[config.mk]
export PLATFORM = sky130hd
export DESIGN_NAME = hazard_ctrl
export DESIGN_NICKNAME = d
export VERILOG_FILES = /design/src/rtl/hazard_ctrl.sv
export SDC_FILE = /design/constraint.sdc
export NUM_CORES = 1
export LEC_CHECK = 0
export ABC_AREA = 1
export CAP_MARGIN = 20
export CORE_UTILIZATION = 51
export DETAILED_ROUTE_END_ITERATION = 7
export HOLD_SLACK_MARGIN = 0.05
export PLACE_DENSITY = 0.81
export SLEW_MARGIN = 20
export SYNTH_ARGS = -nofsm -noshare
export SYNTH_HDL_FRONTEND = slang
export SYNTH_SLANG_ARGS = --single-unit
export TNS_END_PERCENT = 30
[constraint.sdc]
create_clock -name clk -period 1.6 [get_ports clk]
set_input_delay 0.24 -clock clk [delete_from_list [all_inputs] [get_ports clk]]
set_output_delay 0.24 -clock clk [all_outputs]
set_load 0.01 [all_outputs]
[src/rtl/hazard_ctrl.sv]
// Load-use hazard detection and pipeline stall/bubble control with a stall watchdog.
// Optional performance counters are enabled by defining HAZARD_PERF_EN.
module hazard_ctrl #(
    parameter int unsigned N_ISSUE  = 2,
    parameter int unsigned REG_AW   = 5,
    parameter int unsigned LOAD_LAT = 2,
    parameter int unsigned TIMEOUT  = 1024
) (
    input  logic                        clk,
    input  logic                        rst,
    input  logic [N_ISSUE-1:0]          de_valid,
    input  logic [N_ISSUE*REG_AW-1:0]   de_rs,
    input  logic [N_ISSUE*REG_AW-1:0]   de_rt,
    input  logic                        ex_load_valid,
    input  logic [REG_AW-1:0]           ex_load_rd,
    input  logic                        if_stall_i,
    input  logic                        ex_stall_i,
    input  logic                        mem_stall_i,
    input  logic                        flush_i,
    output logic                        if_id_stall_o,
    output logic                        id_ex_stall_o,
    output logic                        ex_mem_stall_o,
    output logic                        id_ex_bubble_o,
`ifdef HAZARD_PERF_EN
    output logic [31:0]                 lu_cnt_o,
    output logic [31:0]                 mem_cnt_o,
`endif
    output logic                        stall_timeout_o
);

    localparam int unsigned NE = LOAD_LAT - 1;
    localparam int unsigned NA = (NE > 0) ? NE : 1;
    localparam int unsigned CW = $clog2(TIMEOUT + 1);

    logic              pend_v_q  [NA];
    logic              pend_v_d  [NA];
    logic [REG_AW-1:0] pend_rd_q [NA];
    logic [REG_AW-1:0] pend_rd_d [NA];

    logic [CW-1:0]     wd_cnt_q, wd_cnt_d;
    logic              timeout_q, timeout_d;

    logic              any_match;
    logic              load_use;
    logic              stall_raw;
    logic [REG_AW-1:0] src;

    // Scoreboard shifts only when EX/MEM advances; with LOAD_LAT=1 it never holds anything.
    always_comb begin
        for (int unsigned k = 0; k < NA; k++) begin
            pend_v_d[k]  = pend_v_q[k];
            pend_rd_d[k] = pend_rd_q[k];
        end
        if (!mem_stall_i) begin
            for (int unsigned k = NA - 1; k > 0; k--) begin
                pend_v_d[k]  = pend_v_q[k-1];
                pend_rd_d[k] = pend_rd_q[k-1];
            end
            pend_v_d[0]  = ex_load_valid;
            pend_rd_d[0] = ex_load_rd;
        end
        if (NE == 0) begin
            pend_v_d[0] = 1'b0;
        end
    end

    always_comb begin
        any_match = 1'b0;
        src       = '0;
        for (int unsigned i = 0; i < N_ISSUE; i++) begin
            for (int unsigned s = 0; s < 2; s++) begin
                src = (s == 0) ? de_rs[i*REG_AW +: REG_AW] : de_rt[i*REG_AW +: REG_AW];
                if (de_valid[i] && (src != '0)) begin
                    if (ex_load_valid && (src == ex_load_rd)) begin
                        any_match = 1'b1;
                    end
                    for (int unsigned k = 0; k < NA; k++) begin
                        if (pend_v_q[k] && (src == pend_rd_q[k])) begin
                            any_match = 1'b1;
                        end
                    end
                end
            end
        end
    end

    assign load_use  = any_match & ~flush_i;
    assign stall_raw = if_stall_i | ex_stall_i | mem_stall_i | load_use;

    // Saturating at TIMEOUT keeps the counter from ever wrapping back to zero.
    always_comb begin
        wd_cnt_d = '0;
        if (stall_raw) begin
            wd_cnt_d = (wd_cnt_q == CW'(TIMEOUT)) ? wd_cnt_q : wd_cnt_q + 1'b1;
        end
        timeout_d = timeout_q | (wd_cnt_d == CW'(TIMEOUT));
    end

    always_ff @(posedge clk) begin
        if (rst) begin
            for (int unsigned k = 0; k < NA; k++) begin
                pend_v_q[k]  <= 1'b0;
                pend_rd_q[k] <= '0;
            end
            wd_cnt_q  <= '0;
            timeout_q <= 1'b0;
        end else begin
            for (int unsigned k = 0; k < NA; k++) begin
                pend_v_q[k]  <= pend_v_d[k];
                pend_rd_q[k] <= pend_rd_d[k];
            end
            wd_cnt_q  <= wd_cnt_d;
            timeout_q <= timeout_d;
        end
    end

    assign if_id_stall_o   = ~rst & stall_raw;
    assign id_ex_stall_o   = ~rst & mem_stall_i;
    assign ex_mem_stall_o  = ~rst & mem_stall_i;
    assign id_ex_bubble_o  = ~rst & load_use & ~mem_stall_i & ~ex_stall_i;
    assign stall_timeout_o = ~rst & timeout_q;

`ifdef HAZARD_PERF_EN
    logic [31:0] lu_cnt_q, lu_cnt_d;
    logic [31:0] mem_cnt_q, mem_cnt_d;

    assign lu_cnt_d  = lu_cnt_q + {31'b0, load_use};
    assign mem_cnt_d = mem_cnt_q + {31'b0, mem_stall_i};

    always_ff @(posedge clk) begin
        if (rst) begin
            lu_cnt_q  <= '0;
            mem_cnt_q <= '0;
        end else begin
            lu_cnt_q  <= lu_cnt_d;
            mem_cnt_q <= mem_cnt_d;
        end
    end

    assign lu_cnt_o  = rst ? '0 : lu_cnt_q;
    assign mem_cnt_o = rst ? '0 : mem_cnt_q;
`endif

endmodule

; ---- Yosys cells after proc, flatten, opt, wreduce, memory -nomap -nowiden
; Memories as Yosys holds them, arrays and structs flattened.
; Index checks and enable logic that the tools add are counted.
[word_totals]
ff_bits = 12
latchBits = 0
mem_bits_rw = 6
rom_bits = 0
input_bits = 34
output_inout_bits = 5
wordCells = 71
memories = 2
[op_classes]
n_addsub = 1
multipliers = 0
div = 0
magnitude_cmp = 0
eq_ne = 10
shifts = 0
muxes = 23
n_bitwise = 15
n_reduce_logical = 18
[mem_list]
columns = memory, depth, width, rd, rd_ports_with_merged_regs, write_ports, line_no
row1 = pend_rd_q, 1, 5, 1, 0, 1, 37  ; logic [REG_AW-1:0] pend_rd_q [NA];
row2 = pend_v_q, 1, 1, 1, 0, 1, 35  ; logic pend_v_q [NA];
[op_table]
columns = op, n
row1 = 5-bit equality test, 8
row2 = "11-bit equality test, second input constant", 2
row3 = 11-bit two-way mux, 2
row4 = 5-bit nonzero test, 4
row5 = 1-bit two-way mux, 19
row6 = 1-bit logical AND, 12
row7 = "11-bit by 1-bit adder with 11-bit output, second input constant", 1
row8 = 5-bit two-way mux, 2
row9 = 1-bit bitwise AND, 7
row10 = 5-bit OR reduction, 1
row11 = 1-bit NOT, 4
row12 = 1-bit bitwise OR, 4
row13 = 1-bit OR reduction, 1

; ---- Longest topological paths before layout
; Gate-level depths: netlist of run 1.
[logic_depth]
ltp_word = 19
ltp_mapped = 13
depth_no_buf = 13

; ---- Least setup slack after synthesis of run 1
; Ideal clock, no wire load.
[synth_path]
path_kind = register to register
from = reg wd_cnt_q[0]
to = reg timeout_q
arrival_time_ns = 1.428
t_required_ns = 1.542
path_slack_ns = 0.114
stages_incl_launch_ff = 12
period_less_slack_ns = 1.486
cell_sequence = dfxtp_1 -> ha_1 -> nand3_2 -> nor2_2 -> nand2_1 -> xor2_1 -> nand2_1 -> nor2_1 -> nand3_1 -> nor2_1 -> nand2_1 -> nand2_1
[synth_between]
elab_chain_len = 5
[synth_lines]
columns = item, line_no
row1 = from (decl), 40  ; logic [CW-1:0] wd_cnt_q, wd_cnt_d;
row2 = from (signal assigned), 112  ; wd_cnt_q <= wd_cnt_d;
row3 = 11-bit by 1-bit adder with 11-bit output or 11-bit equality test (tied branches), 94  ; wd_cnt_d = (wd_cnt_q == CW'(TIMEOUT)) ? wd_cnt_q : wd_cnt_q + 1'b1;
row4 = 11-bit two-way mux *, 94
row5 = 11-bit two-way mux *, 93  ; if (stall_raw) begin
row6 = 11-bit equality test *, 96  ; timeout_d = timeout_q | (wd_cnt_d == CW'(TIMEOUT));
row7 = 1-bit bitwise OR *, 96
row8 = to (signal assigned), 113  ; timeout_q <= timeout_d;
row9 = to (decl), 41  ; logic timeout_q, timeout_d;
; Every way passes the cells marked *; elsewhere a longest branch is shown, timed or not.
; A chain may end at the register's enable or synchronous reset.

; ---- Worst setup path in the final report of run 1
[layout_path]
from = mem pend_rd_q[0][4]
to = out id_ex_bubble_o
[layout_between]
elab_chain_len = 18
[layout_lines]
columns = item, line_no
row1 = from (decl), 37
row2 = memory read 1 x 5 bit *, --
row3 = 5-bit equality test, 78  ; if (pend_v_q[k] && (src == pend_rd_q[k])) begin
row4 = 1-bit logical AND, 78
row5 = 1-bit two-way mux, 78
row6 = 1-bit two-way mux, 73  ; if (de_valid[i] && (src != '0)) begin
row7 = 1-bit two-way mux, 74  ; if (ex_load_valid && (src == ex_load_rd)) begin
row8 = 1-bit two-way mux, 78
row9 = 1-bit two-way mux, 73
row10 = 1-bit two-way mux, 74
row11 = 1-bit two-way mux, 78
row12 = 1-bit two-way mux, 73
row13 = 1-bit two-way mux, 74
row14 = 1-bit two-way mux, 78
row15 = 1-bit two-way mux *, 73
row16 = 1-bit bitwise AND *, 87  ; assign load_use = any_match & ~flush_i;
row17 = 1-bit bitwise AND * (3 in series), 120  ; assign id_ex_bubble_o = ~rst & load_use & ~mem_stall_i & ~ex_stall_i;
row18 = to (decl), 23  ; output logic id_ex_bubble_o,
; Marks and branches as above.

==> qor.csv, run 1 <==
metric;value;unit
status;complete, but fails checks;
violations;negative setup slack;
power.leakage;1.37;nW
track_usage;28.9;%
grt_max_degree;12;
reg2reg_slack;-0.10;ns
dpl_cell_area;2300;um^2
worst_pin_slew;0.393;ns
syn_area_per_cell;5.46;um^2
cp.required;1.36;ns
clkSlewWorstSetupHoldPaths;0.11;ns
drt-pass1-iter-count;4;
dieArea;3590;um^2
stdcell_area;2470;um^2
grt_pass1_wl;7750;um
worstSkewPairLatency;0.31;ns
hold_viol_final;0;
htree_levels;1;
nNetsFinal;417;
worstHoldStart;timeout_q;
synth-edff-count;0;
drt-vias-per-instance;4.96;
clk_path_buf_depth;2;
routed_wl;5240;um
ys_warn_count;0;
ir_worst_vdd;492;uV
ios;39;
synth_top_family_by_area;simple AND/OR/NAND/NOR gates;
wire_per_inst;12.3;um
worstRegToRegCells;11;
die_w;59.9;um
gp_congestion;0.890;
hold_path_class;flop to flop;
grt_remaining_overflow;0;
fin_crit_sh;129;%
holdPathEnd;timeout_q;
row_count;20;
drtIter0Drc;146;
root_buffer;clkbuf_4;
reg2reg_to;wd_cnt_q[10];
drtAntennaViolNets;0;
yosys.area_share.simple;45.9;%
drive_above_1_share;25.3;%
place_hpwl;3790;um
ys_seq_area_share;21.1;%
end_kind;output port;
fin_util;79.0;%
core-area;3130;um^2
skew;0.00183;ns
grt_pass1_vias;1746;
worst-path-max-fanout;5;
antenna_cells;0;
cts_tree;yes;
cap_violations;0;
whs_path_depth;2;
crit_type;flop to output port;
portBuffers;38;
synthXorXnorAreaFrac;4.61;%
synth_mux_area_share;0;%
synth-async-reset-ratio;0;%
slew_headroom;73.6;%
area_delta_synth_final;44.4;%
synthAdderAreaFrac;1.46;%
num_vias;2105;
ys_seq_elements;18;
setup_ws;-0.460;ns
fmax;486;MHz
synth_ff_type;dfxtp_1;
numCtsBuffers;3;
r2r-start;pend_rd_q[0][4];
synth_nets;349;
synth_compound_area_share;13.7;%
syn_inst;313;
clock-sinks;18;
maxSlewViolCount;0;
period_needed;2.06;ns
grt_antenna_before_repair;0;
start_kind;flop;
worstPathArrival;1.82;ns
powerDensity;498;nW/um^2
initial_core_util;54.7;%
synth_cell_types;25;
drc;0;
setup_viol;14;
die_h;59.9;um
synth.cell_area;1710;um^2
rsz0062_at_grt;true;
## kinds of logic (layout without fill, tap and decap cells)
kind of cell	count (synthesis)	after routing
xor+xnor	9	9
buf+inv	56	123
simple gates	191	191
compound gates	37	37
flops	18	18
fa+ha+maj	2	2
## cell type report
class / instances / area [um^2]
Inverter: 51 / 201
Timing Repair Buffer: 68 / 618
Fill cell: 249 / 658
Clock buffer: 4 / 36.3
Sequential cell: 18 / 378
Multi-Input combinational cell: 239 / 1180
Tap cell: 44 / 55.1
## per-stage QoR
stage / TNS, ns / total power, mW / hold WS (ns) / setup slack, ns / instances
global placement: -5.72 / 0.906 / 0.437 / -0.812 / 414
detailed placement: -5.90 / 0.912 / 0.439 / -0.836 / 414
CTS: -1.74 / 1.20 / 0.467 / -0.407 / 422
global route: -3.04 / 1.30 / 0.518 / -0.584 / 424
floorplan: 0 / 0.709 / 0.392 / 0.114 / 313
finish: -1.77 / 1.23 / 0.463 / -0.460 / 424
## repair_timing
| item | CTS | global route |
|---|---|---|
| hold endpoints to repair | 0 | 0 |
| pin swaps | 7 | 11 |
| setup endpoints to repair | 8 | 17 |
| resized for setup | 42 | 45 |
| hold buffers | 0 | 0 |
| cloned | 0 | 0 |
| buffers inserted | 4 | 3 |
## worst max path at each step
stage / start / to / cells after the start
3_3_place_gp: de_rt[9] / id_ex_bubble_o / 12
2_1_floorplan: wd_cnt_q[0] / timeout_q / 11
5_1_grt: de_rt[0] / id_ex_bubble_o / 13
4_1_cts: pend_rd_q[0][4] / id_ex_bubble_o / 10
3_5_place_dp: ex_load_rd[0] / id_ex_bubble_o / 12
6_report: pend_rd_q[0][4] / id_ex_bubble_o / 10
## cell usage after synthesis (3+ instances only)
library cell | number | area [um^2]
xor2_1 | 9 | 78.8
o21ai_1 | 3 | 15.0
nor2_1 | 43 | 161
o21ai_0 | 15 | 75.1
inv_1 | 42 | 158
a21oi_2 | 9 | 78.8
nand4_1 | 3 | 18.8
nand3_1 | 18 | 90.1
dfxtp_1 | 18 | 360
a21oi_1 | 5 | 25.0
nand2_1 | 119 | 447
inv_2 | 9 | 33.8
## power by group
| part | internal [mW] | switching [mW] | total [mW] | leakage, nW |
|---|---|---|---|---|
| Sequential | 0.467 | 0.0242 | 0.491 | 0.150 |
| Combinational | 0.201 | 0.240 | 0.441 | 1.19 |
| Clock | 0.139 | 0.158 | 0.298 | 0.0210 |
| Total | 0.807 | 0.423 | 1.23 | 1.37 |
## cells in the final DEF (no fill, tap or decap), drive strengths merged
cell / Yosys / final
a21boi: 2 / 2
a21oi: 14 / 14
nor2: 46 / 46
dfxtp: 18 / 18
clkbuf: 1 / 5
ha: 2 / 2
nand2: 119 / 119
buf: 4 / 32
clkdlybuf4s50: 0 / 10
inv: 51 / 51
nor3: 3 / 3
xor2: 9 / 9
nand4: 3 / 3
dlygate4sd2: 0 / 14
o31ai: 1 / 1
dlymetal6s2s: 0 / 11
nand3: 20 / 20
o21ai: 20 / 20
## registers in the layout, indices dropped and copies added, names as in the netlist
name	flops
wd_cnt_q	11
timeout_q	1
pend_v_q	1
pend_rd_q	5
## routing by layer
metal | global-route usage, % | routed length [um] | vias to the layer above
met5 | 0 | 0 | -
met4 | 5.98 | 40 | 0
met3 | 5.63 | 364 | 6
met2 | 43.8 | 2440 | 76
met1 | 42.0 | 2390 | 930
li1 | - | - | 1093
## critical path: stages (launching register included)
cell and delay, ns:
dfxtp_4 0.39, xor2_1 0.16, nor2_1 0.15, nand3_1 0.13, nand2_1 0.09, nand2_1 0.05
nand2_1 0.07, o21ai_2 0.07, buf_4 0.15, nor3_2 0.11, buf_2 0.15
No activity file was read; power rests on OpenSTA's default activity.
==> run 2, diff against run 1 <==
Settings changed: SLEW_MARGIN 20 to 5.
==> results of run 2 <==
Final layout, timing and power as in run 1 (identical DEF).
